[src/rtl/e203_ifu_pkg.sv]
// Shared IFU definitions: FSM encodings, reset PC and PC increments.
// Used by the e203_ifu_nxtpc slice.
package e203_ifu_pkg;

    typedef enum logic [1:0] {
        ST_BOOT = 2'd0,
        ST_REQ  = 2'd1,
        ST_WAIT = 2'd2,
        ST_HOLD = 2'd3
    } state_t;

    localparam logic [31:0] RESET_PC_DFLT = 32'h8000_0000;

    localparam int INC_32 = 4;
    localparam int INC_16 = 2;

endpackage

[src/rtl/e203_ifu_nxtpc_calc.sv]
// Combinational next-PC: predicted target or sequential increment.
// Compressed (+2) step is enabled by E203_IFU_NXTPC_RVC_EN.
module e203_ifu_nxtpc_calc
    import e203_ifu_pkg::*;
#(
    parameter int PC_W = 32
) (
    input  logic [PC_W-1:0] pc,
    input  logic            is16,
    input  logic            taken,
    input  logic [PC_W-1:0] op1,
    input  logic [PC_W-1:0] op2,
    output logic [PC_W-1:0] nxt_pc
);

    logic [PC_W-1:0] inc;
    logic [PC_W-1:0] sum;

`ifdef E203_IFU_NXTPC_RVC_EN
    assign inc = is16 ? PC_W'(INC_16) : PC_W'(INC_32);
`else
    logic unused_is16;
    assign unused_is16 = is16;
    assign inc = PC_W'(INC_32);
`endif

    // Both sums wrap naturally at PC_W bits.
    assign sum    = taken ? (op1 + op2) : (pc + inc);
    assign nxt_pc = sum & ~PC_W'(1);

endmodule

[src/rtl/e203_ifu_nxtpc_dff.sv]
// General DFF primitive: synchronous active-high reset, load enable.
// Reset value is a parameter so it serves state, PC and flag flops.
module e203_ifu_nxtpc_dff #(
    parameter int           W       = 1,
    parameter logic [W-1:0] RST_VAL = '0
) (
    input  logic         clk,
    input  logic         rst,
    input  logic         en,
    input  logic [W-1:0] d,
    output logic [W-1:0] q
);

    always_ff @(posedge clk) begin
        if (rst) begin
            q <= RST_VAL;
        end else if (en) begin
            q <= d;
        end
    end

endmodule

[src/rtl/e203_ifu_nxtpc.sv]
// IFU next-PC FSM: one outstanding fetch, BPU hold and flush drop.
// Optional compressed step via E203_IFU_NXTPC_RVC_EN.
module e203_ifu_nxtpc
    import e203_ifu_pkg::*;
#(
    parameter int              PC_W     = 32,
    parameter logic [PC_W-1:0] RESET_PC = PC_W'(RESET_PC_DFLT)
) (
    input  logic            clk,
    input  logic            rst,
    output logic            ifu_req_valid,
    input  logic            ifu_req_ready,
    output logic [PC_W-1:0] ifu_req_pc,
    input  logic            ifu_rsp_valid,
    output logic            ifu_rsp_ready,
    input  logic            ifu_rsp_is16,
    output logic            ifu_o_valid,
    input  logic            ifu_o_ready,
    output logic [PC_W-1:0] ifu_o_pc,
    input  logic            bpu_wait,
    input  logic            prdt_taken,
    input  logic [PC_W-1:0] prdt_pc_add_op1,
    input  logic [PC_W-1:0] prdt_pc_add_op2,
    input  logic            pipe_flush_req,
    input  logic [PC_W-1:0] pipe_flush_pc,
    output logic            pipe_flush_ack
);

    state_t          state_q;
    state_t          state_d;
    logic [1:0]      state_raw;
    logic [PC_W-1:0] pc_q;
    logic [PC_W-1:0] pc_d;
    logic            drop_q;
    logic            drop_d;
    logic [PC_W-1:0] nxt_pc;
    logic [PC_W-1:0] flush_pc;

    assign state_q  = state_t'(state_raw);
    assign flush_pc = pipe_flush_pc & ~PC_W'(1);

    e203_ifu_nxtpc_calc #(
        .PC_W(PC_W)
    ) u_calc (
        .pc    (pc_q),
        .is16  (ifu_rsp_is16),
        .taken (prdt_taken),
        .op1   (prdt_pc_add_op1),
        .op2   (prdt_pc_add_op2),
        .nxt_pc(nxt_pc)
    );

    e203_ifu_nxtpc_dff #(
        .W      (2),
        .RST_VAL(ST_BOOT)
    ) u_state_dff (
        .clk(clk),
        .rst(rst),
        .en (1'b1),
        .d  (state_d),
        .q  (state_raw)
    );

    e203_ifu_nxtpc_dff #(
        .W      (PC_W),
        .RST_VAL(RESET_PC)
    ) u_pc_dff (
        .clk(clk),
        .rst(rst),
        .en (1'b1),
        .d  (pc_d),
        .q  (pc_q)
    );

    e203_ifu_nxtpc_dff #(
        .W      (1),
        .RST_VAL(1'b0)
    ) u_drop_dff (
        .clk(clk),
        .rst(rst),
        .en (1'b1),
        .d  (drop_d),
        .q  (drop_q)
    );

    assign ifu_req_pc = pc_q;
    assign ifu_o_pc   = pc_q;

    always_comb begin
        state_d        = state_q;
        pc_d           = pc_q;
        drop_d         = drop_q;
        ifu_req_valid  = 1'b0;
        ifu_rsp_ready  = 1'b0;
        ifu_o_valid    = 1'b0;
        pipe_flush_ack = 1'b0;

        unique case (state_q)
            ST_BOOT: begin
                state_d = ST_REQ;
                pc_d    = RESET_PC;
            end
            ST_REQ: begin
                ifu_req_valid  = 1'b1;
                pipe_flush_ack = pipe_flush_req;
                if (pipe_flush_req) begin
                    pc_d = flush_pc;
                    // Request accepted under flush: its response is stale.
                    if (ifu_req_ready) begin
                        drop_d  = 1'b1;
                        state_d = ST_WAIT;
                    end
                end else if (ifu_req_ready) begin
                    state_d = ST_WAIT;
                end
            end
            ST_WAIT: begin
                pipe_flush_ack = pipe_flush_req;
                ifu_o_valid    = ifu_rsp_valid & ~drop_q;
                if (drop_q) begin
                    ifu_rsp_ready = 1'b1;
                    if (pipe_flush_req) begin
                        pc_d = flush_pc;
                    end
                    if (ifu_rsp_valid) begin
                        drop_d  = 1'b0;
                        state_d = ST_REQ;
                    end
                end else if (pipe_flush_req) begin
                    pc_d = flush_pc;
                    if (ifu_rsp_valid) begin
                        ifu_rsp_ready = 1'b1;
                        state_d       = ST_REQ;
                    end else begin
                        drop_d = 1'b1;
                    end
                end else if (ifu_o_valid && bpu_wait) begin
                    state_d = ST_HOLD;
                end else if (ifu_o_valid && ifu_o_ready) begin
                    ifu_rsp_ready = 1'b1;
                    pc_d          = nxt_pc;
                    state_d       = ST_REQ;
                end
            end
            ST_HOLD: begin
                pipe_flush_ack = pipe_flush_req;
                ifu_o_valid    = ifu_rsp_valid;
                if (pipe_flush_req) begin
                    pc_d = flush_pc;
                    if (ifu_rsp_valid) begin
                        ifu_rsp_ready = 1'b1;
                        state_d       = ST_REQ;
                    end else begin
                        drop_d  = 1'b1;
                        state_d = ST_WAIT;
                    end
                end else if (!bpu_wait) begin
                    if (ifu_o_valid && ifu_o_ready) begin
                        ifu_rsp_ready = 1'b1;
                        pc_d          = nxt_pc;
                        state_d       = ST_REQ;
                    end else begin
                        state_d = ST_WAIT;
                    end
                end
            end
            default: begin
                state_d = ST_BOOT;
            end
        endcase

        if (rst) begin
            ifu_req_valid  = 1'b0;
            ifu_rsp_ready  = 1'b0;
            ifu_o_valid    = 1'b0;
            pipe_flush_ack = 1'b0;
        end
    end

endmodule

[config.mk]
export PLATFORM = sky130hd
export DESIGN_NAME = e203_ifu_nxtpc
export DESIGN_NICKNAME = d
export VERILOG_FILES = /design/src/rtl/e203_ifu_pkg.sv /design/src/rtl/e203_ifu_nxtpc_calc.sv /design/src/rtl/e203_ifu_nxtpc_dff.sv /design/src/rtl/e203_ifu_nxtpc.sv
export SDC_FILE = /design/constraint.sdc
export NUM_CORES = 1
export LEC_CHECK = 0
export ABC_AREA = 1
export BUFFER_PORTS_ARGS = -buffer_cell sky130_fd_sc_hd__buf_2
export CORE_UTILIZATION = 40
export CTS_CLUSTER_DIAMETER = 150
export DETAILED_ROUTE_END_ITERATION = 10
export SLEW_MARGIN = 20
export SYNTH_ARGS = -nofsm -noshare
export SYNTH_HDL_FRONTEND = slang
export SYNTH_HIERARCHICAL = 1
export SYNTH_SLANG_ARGS = --single-unit
export TNS_END_PERCENT = 100
[constraint.sdc]
create_clock -name clk -period 4 [get_ports clk]
set_clock_uncertainty 0.1 [all_clocks]
set_input_delay 0.2 -clock clk [delete_from_list [all_inputs] [get_ports clk]]
set_output_delay 0.2 -clock clk [all_outputs]
set_load 0.01 [all_outputs]
# Word level (Yosys, flattened, before mapping)
# Cells that the tools add are included.
# classes
div_mod_pow	0
muxes	45
eq_ne	12
reduce_logical	9
shift	0
mul	0
add_sub_neg	2
bitwise	2
order_cmp	0
# op_table
op	count
32-bit 2-to-1 mux	9
32-bit case mux with 4 select lines	1
32-bit by 3-bit adder with 32-bit output (second input constant)	1
32-bit adder	1
1-bit 2-to-1 mux	21
2-bit 2-to-1 mux	10
2-bit != test (second input constant)	4
4-bit by 3-bit != test with 1-bit output (second input constant)	2
2-bit case mux with 4 select lines	1
3-bit != test (second input constant)	2
5-bit by 4-bit != test with 1-bit output (second input constant)	1
5-bit AND reduction	1
2-bit equality test (second input constant)	2
1-bit case mux with 2 select lines	2
4-bit AND reduction	1
1-bit logical AND	3
1-bit case mux with 3 select lines	1
3-bit AND reduction	1
3-bit nonzero test	1
3-bit OR reduction	1
2-bit by 1-bit equality test with 1-bit output (second input constant)	1
2-bit logical NOT	1
1-bit bitwise AND	1
1-bit NOT	1
# totals
inputBits	105
latchBits	0
romBits	0
ramBits	0
n_memories	0
register_bits	35
output_inout_bits	68

# Logic depth before layout (Yosys ltp)
# logic_depth
ltp_word	9
mapped_depth	24
ltp_nobuf	24

# Cells and area by module
# The synthesis kept the hierarchy.
# modules_own_cells
module	cells_per_inst	instances	seq_area_each_um2	area_each_um2
e203_ifu_nxtpc_calc	710	1	0.0	3389.5
e203_ifu_nxtpc	335	1	0.0	1627.8
e203_ifu_nxtpc_dff (u_pc_dff)	202	1	640.6	1336.3
e203_ifu_nxtpc_dff (u_state_dff)	13	1	40.0	81.3
e203_ifu_nxtpc_dff (u_drop_dff)	7	1	20.0	45.0

# Worst setup path before layout
# OpenSTA, ideal clock, no wires.
# synth_path
path_type	input-to-reg
startpoint	input prdt_pc_add_op1[0]
endpoint	register u_pc_dff.q[30]
setup_time_ns	0.064
arrival_ns	1.890
cell_stages	22
required_ns	3.836
path_buffers	0
slack_ns	1.946
cell_sequence	nand2_1 > inv_1 > fa_1 > nand3_1 > nand3_1 > nand2_1 > nand2_1 > nand2_1 > nand2_1 > nand2_1 > nand2_1 > nand2_1 > nand3_1 > nand2_1 > inv_1 > nand2_1 > nand2_1 > a21oi_2 > inv_1 > nand2_1 > nand2_1 > nor2_1
# synth_via
elab_chain_cells	7
# synth_rtl
item	line_no	text
from (decl)	e203_ifu_nxtpc.sv:22	input logic [PC_W-1:0] prdt_pc_add_op1,
32-bit adder (*)	e203_ifu_nxtpc_calc.sv:28	assign sum = taken ? (op1 + op2) : (pc + inc);
32-bit 2-to-1 mux (*)	e203_ifu_nxtpc_calc.sv:28	
net nxt_pc[30]	e203_ifu_nxtpc.sv:36	logic [PC_W-1:0] nxt_pc;
32-bit 2-to-1 mux	e203_ifu_nxtpc.sv:139	end else if (ifu_o_valid && ifu_o_ready) begin
32-bit 2-to-1 mux	e203_ifu_nxtpc.sv:137	end else if (ifu_o_valid && bpu_wait) begin
32-bit 2-to-1 mux	e203_ifu_nxtpc.sv:129	end else if (pipe_flush_req) begin
32-bit 2-to-1 mux	e203_ifu_nxtpc.sv:120	if (drop_q) begin
32-bit case mux with 4 select lines (*)	e203_ifu_nxtpc.sv:98	unique case (state_q)
net pc_d[30]	e203_ifu_nxtpc.sv:33	logic [PC_W-1:0] pc_d;
to (signal assigned)	e203_ifu_nxtpc_dff.sv:16	q <= RST_VAL;
to (signal assigned)	e203_ifu_nxtpc_dff.sv:18	q <= d;
to (decl)	e203_ifu_nxtpc_dff.sv:11	output logic [W-1:0] q
# The timed path passes the listed nets; every way through them passes the cells marked *. The select of a mux whose other input is x is not followed.
# A chain may end at the register's enable or synchronous reset.

# Worst setup path after layout
# layout_path
startpoint	register u_pc_dff.q[2]
endpoint	register u_pc_dff.q[30]
# layout_via
elab_chain_cells	7
# layout_rtl
item	line_no
32-bit by 3-bit adder with 32-bit output (*)	e203_ifu_nxtpc_calc.sv:28
32-bit 2-to-1 mux (*)	e203_ifu_nxtpc_calc.sv:28
net nxt_pc[30]	e203_ifu_nxtpc.sv:36
32-bit 2-to-1 mux	e203_ifu_nxtpc.sv:139
32-bit 2-to-1 mux	e203_ifu_nxtpc.sv:137
32-bit 2-to-1 mux	e203_ifu_nxtpc.sv:129
32-bit 2-to-1 mux	e203_ifu_nxtpc.sv:120
32-bit case mux with 4 select lines (*)	e203_ifu_nxtpc.sv:98
net pc_d[30]	e203_ifu_nxtpc.sv:33
# Marked as above.

==> impl_metrics.toml <==
[sta]
finalCritPeriodShare_pct = 59.1
rsz0062_at_grt = "false"
maxSlewViolCount = 0
period_needed_ns = 2.37
whs_ns = 0.152
max_freq_mhz = 423
final_hold_viol_count = 0
worst_pin_slew_ns = 1.06
relSlewSlack_pct = 29.0
tns_ns = 0
setup_viol = 0

[setup_path]
startpoint_type = "flip-flop"
cp.arrival_ns = 2.49
slowest_delay_ns = 0.46
worstSetupPathType = "reg -> reg"
cp_cell_sequence = "ha_1 > nand2_1 > nor2_1 > inv_1 > nor2_1 > nand2_1 > xnor2_1 > nand2_1 > nand2_1 > inv_1 > nand2_1 > nand2_1 > a21oi_2 > inv_1 > nand2_1 > nand2_1 > nor2_1"
cp_max_fo = 7
reg2reg_depth = 17
required_ns = 4.12
cp-end-kind = "flip-flop"
crit_slowest_cell = "dfxtp_1"
path_common_cell = "nand2_1"

[synth]
synth-main-ff-cell = "dfxtp_1"
yosysWarnings = 6
yosysSeqAreaShare_pct = 10.8
synth-edff-count = 0
synth_cells = 1267
syn_area_per_cell_um2 = 5.11
yosys_register_bits = 35
async_flop_share_pct = 0
synth.distinct_cells = 41
syn_area_um2 = 6480

[cts]
cts_tree = "done"
cts_sinks = 35
ctsResizeCount = 0
cts_buffer_depth = 2
postCtsSetupRepairBufs = 0
cts_buffers = 5
cts-root-buf = "clkbuf_16"
path_clk_slew_ns = 0.06
htreeDepth = 2
ctsHoldBuffers = 0
insertion_delay_ns = 0.28

[final_layout]
nets = 1526
drive_gt1_share_pct = 16.8
fin_cells = 1606
n_antenna_cell = 0
syn_to_final_growth_pct = 13.1
utilization_pct = 46.3
fill_cells = 1804

[pwr]
leakage_nw = 4.36
ir_drop_uv = 178
power_w = 0.00156
powerDensity_nw_per_um2 = 213

[grt]
grt_pass1_wl_mm = 29.5
antenna_found_initial = 0
grt_max_degree = 65
grt-ovfl-total = 0
grt_pass1_vias = 6222
grt_usage_pct = 21.9

[routing]
remaining_drc_errors = 0
routed_wl_mm = 18.5
viasPerCell = 4.57
wl_per_cell_um = 11.5
dr_total_vias = 7338
firstDrtPassIters = 5
drt-initial-drc-count = 500
final_antenna_net_count = 0

[floorplan]
die_w_um = 129
core_um2 = 15800
die-area_um2 = 16700
initial_utilization_pct = 40.9
ios = 173
die_y_um = 129
fp-row-count = 46

[worst_hold_path]
hold_class = "in -> reg"
holdPathStages = 4

[place]
numPortBuffers = 170
hpwl_mm = 14.8
gp_congestion = 0.873
numPlacedInstances = 1598

[flow_run]
max_cap_violations = 0

[status]
status = "finished, final reports clean"
metal layers:
layer  GRT usage, %  up-vias  share of wire (%)
li1               -     4007                  -
met1           30.8     3154                 50
met2           36.7      164                 45
met3           1.53       13                3.6
met4           4.01        0               0.92
met5              0        -                  0
critical path: cells and delay by family (launching register included):
kind,cells,cell delay [ns]
simple gates,11,1.08
flops,1,0.46
fa+ha+maj,1,0.24
buf+inv,3,0.17
xor+xnor,1,0.14
compound gates,1,0.11
stage by stage:
step	area (µm²)	worst slack (ns)
2_1_floorplan	6500	1.95
3_3_place_gp	7180	1.44
3_5_place_dp	7180	1.43
4_1_cts	7330	1.61
5_1_grt	7330	1.35
6_report	7330	1.63
path summary, 6_finish.rpt:
kind,from,end,slack (ns)
setup / recovery,u_pc_dff/q[2],u_pc_dff/q[30],1.63
hold / removal,rst,u_drop_dff/q,0.15
setup reg to reg,u_pc_dff/q[2],u_pc_dff/q[30],1.63
hold reg to reg,u_pc_dff/q[31],u_pc_dff/q[31],0.66
area by class of cell:
cell class	count	area, µm²	area share [%]
inverters	234	878	12.0
well taps	216	270	3.69
clock buffers	5	125	1.71
clock inverters	3	20.0	0.273
multi-input cells	938	4440	60.6
repair buffers	175	888	12.1
flip-flops and latches	35	701	9.56
cells in the final DEF, fill, tap and decap left out, types with 16 or more instances in the layout:
master   instances
nand3_1         62
a21oi_2         16
buf_2          170
nand2_1        485
dfxtp_1         35
inv_1          226
a21oi_1         42
nor2_1         154
o21ai_0         46
ha_1            31
synth_stat cells, types with 2 or more instances:
cell,instances,area [µm²]
and3_1,3,18.8
a21oi_2,16,140
xor2_1,13,114
nand2_2,8,50.1
nor3_2,2,20.0
nor3_1,8,40.0
nand3b_1,2,15.0
o21bai_1,7,52.6
xnor2_1,13,114
inv_1,227,852
nor2_1,154,578
nand2_1,485,1820
nand3_2,3,30.0
buf_4,36,270
ha_1,31,388
nand4_1,11,68.8
dfxtp_1,35,701
nor2_2,8,50.1
o21ai_1,2,10.0
buf_6,11,124
inv_2,6,22.5
nand3_1,62,310
buf_1,2,7.51
buf_2,12,60.1
nor2_4,3,33.8
o21ai_0,46,230
clkbuf_1,5,18.8
conb_1,2,7.51
a21oi_1,42,210
power by group:
part,total [W],switching (W),internal [W]
combinational,0.000748,0.000469,0.000279
clock,0.000388,0.000158,0.000229
sequential,0.000425,0.0000519,0.000373
flip-flops by register name, indices dropped and copies added (netlist names):
name and count:
u_drop_dff/q 1, u_pc_dff/q 32, u_state_dff/q 2
cell families after synthesis:
family	share of synthesized area (%)
xor+xnor	3.77
other cells	0.116
compound gates	10.6
simple gates	47.5
fa+ha+maj	6.29
flops	10.8
buf+inv	21.0
No activity file was read; power rests on OpenSTA's default activity.
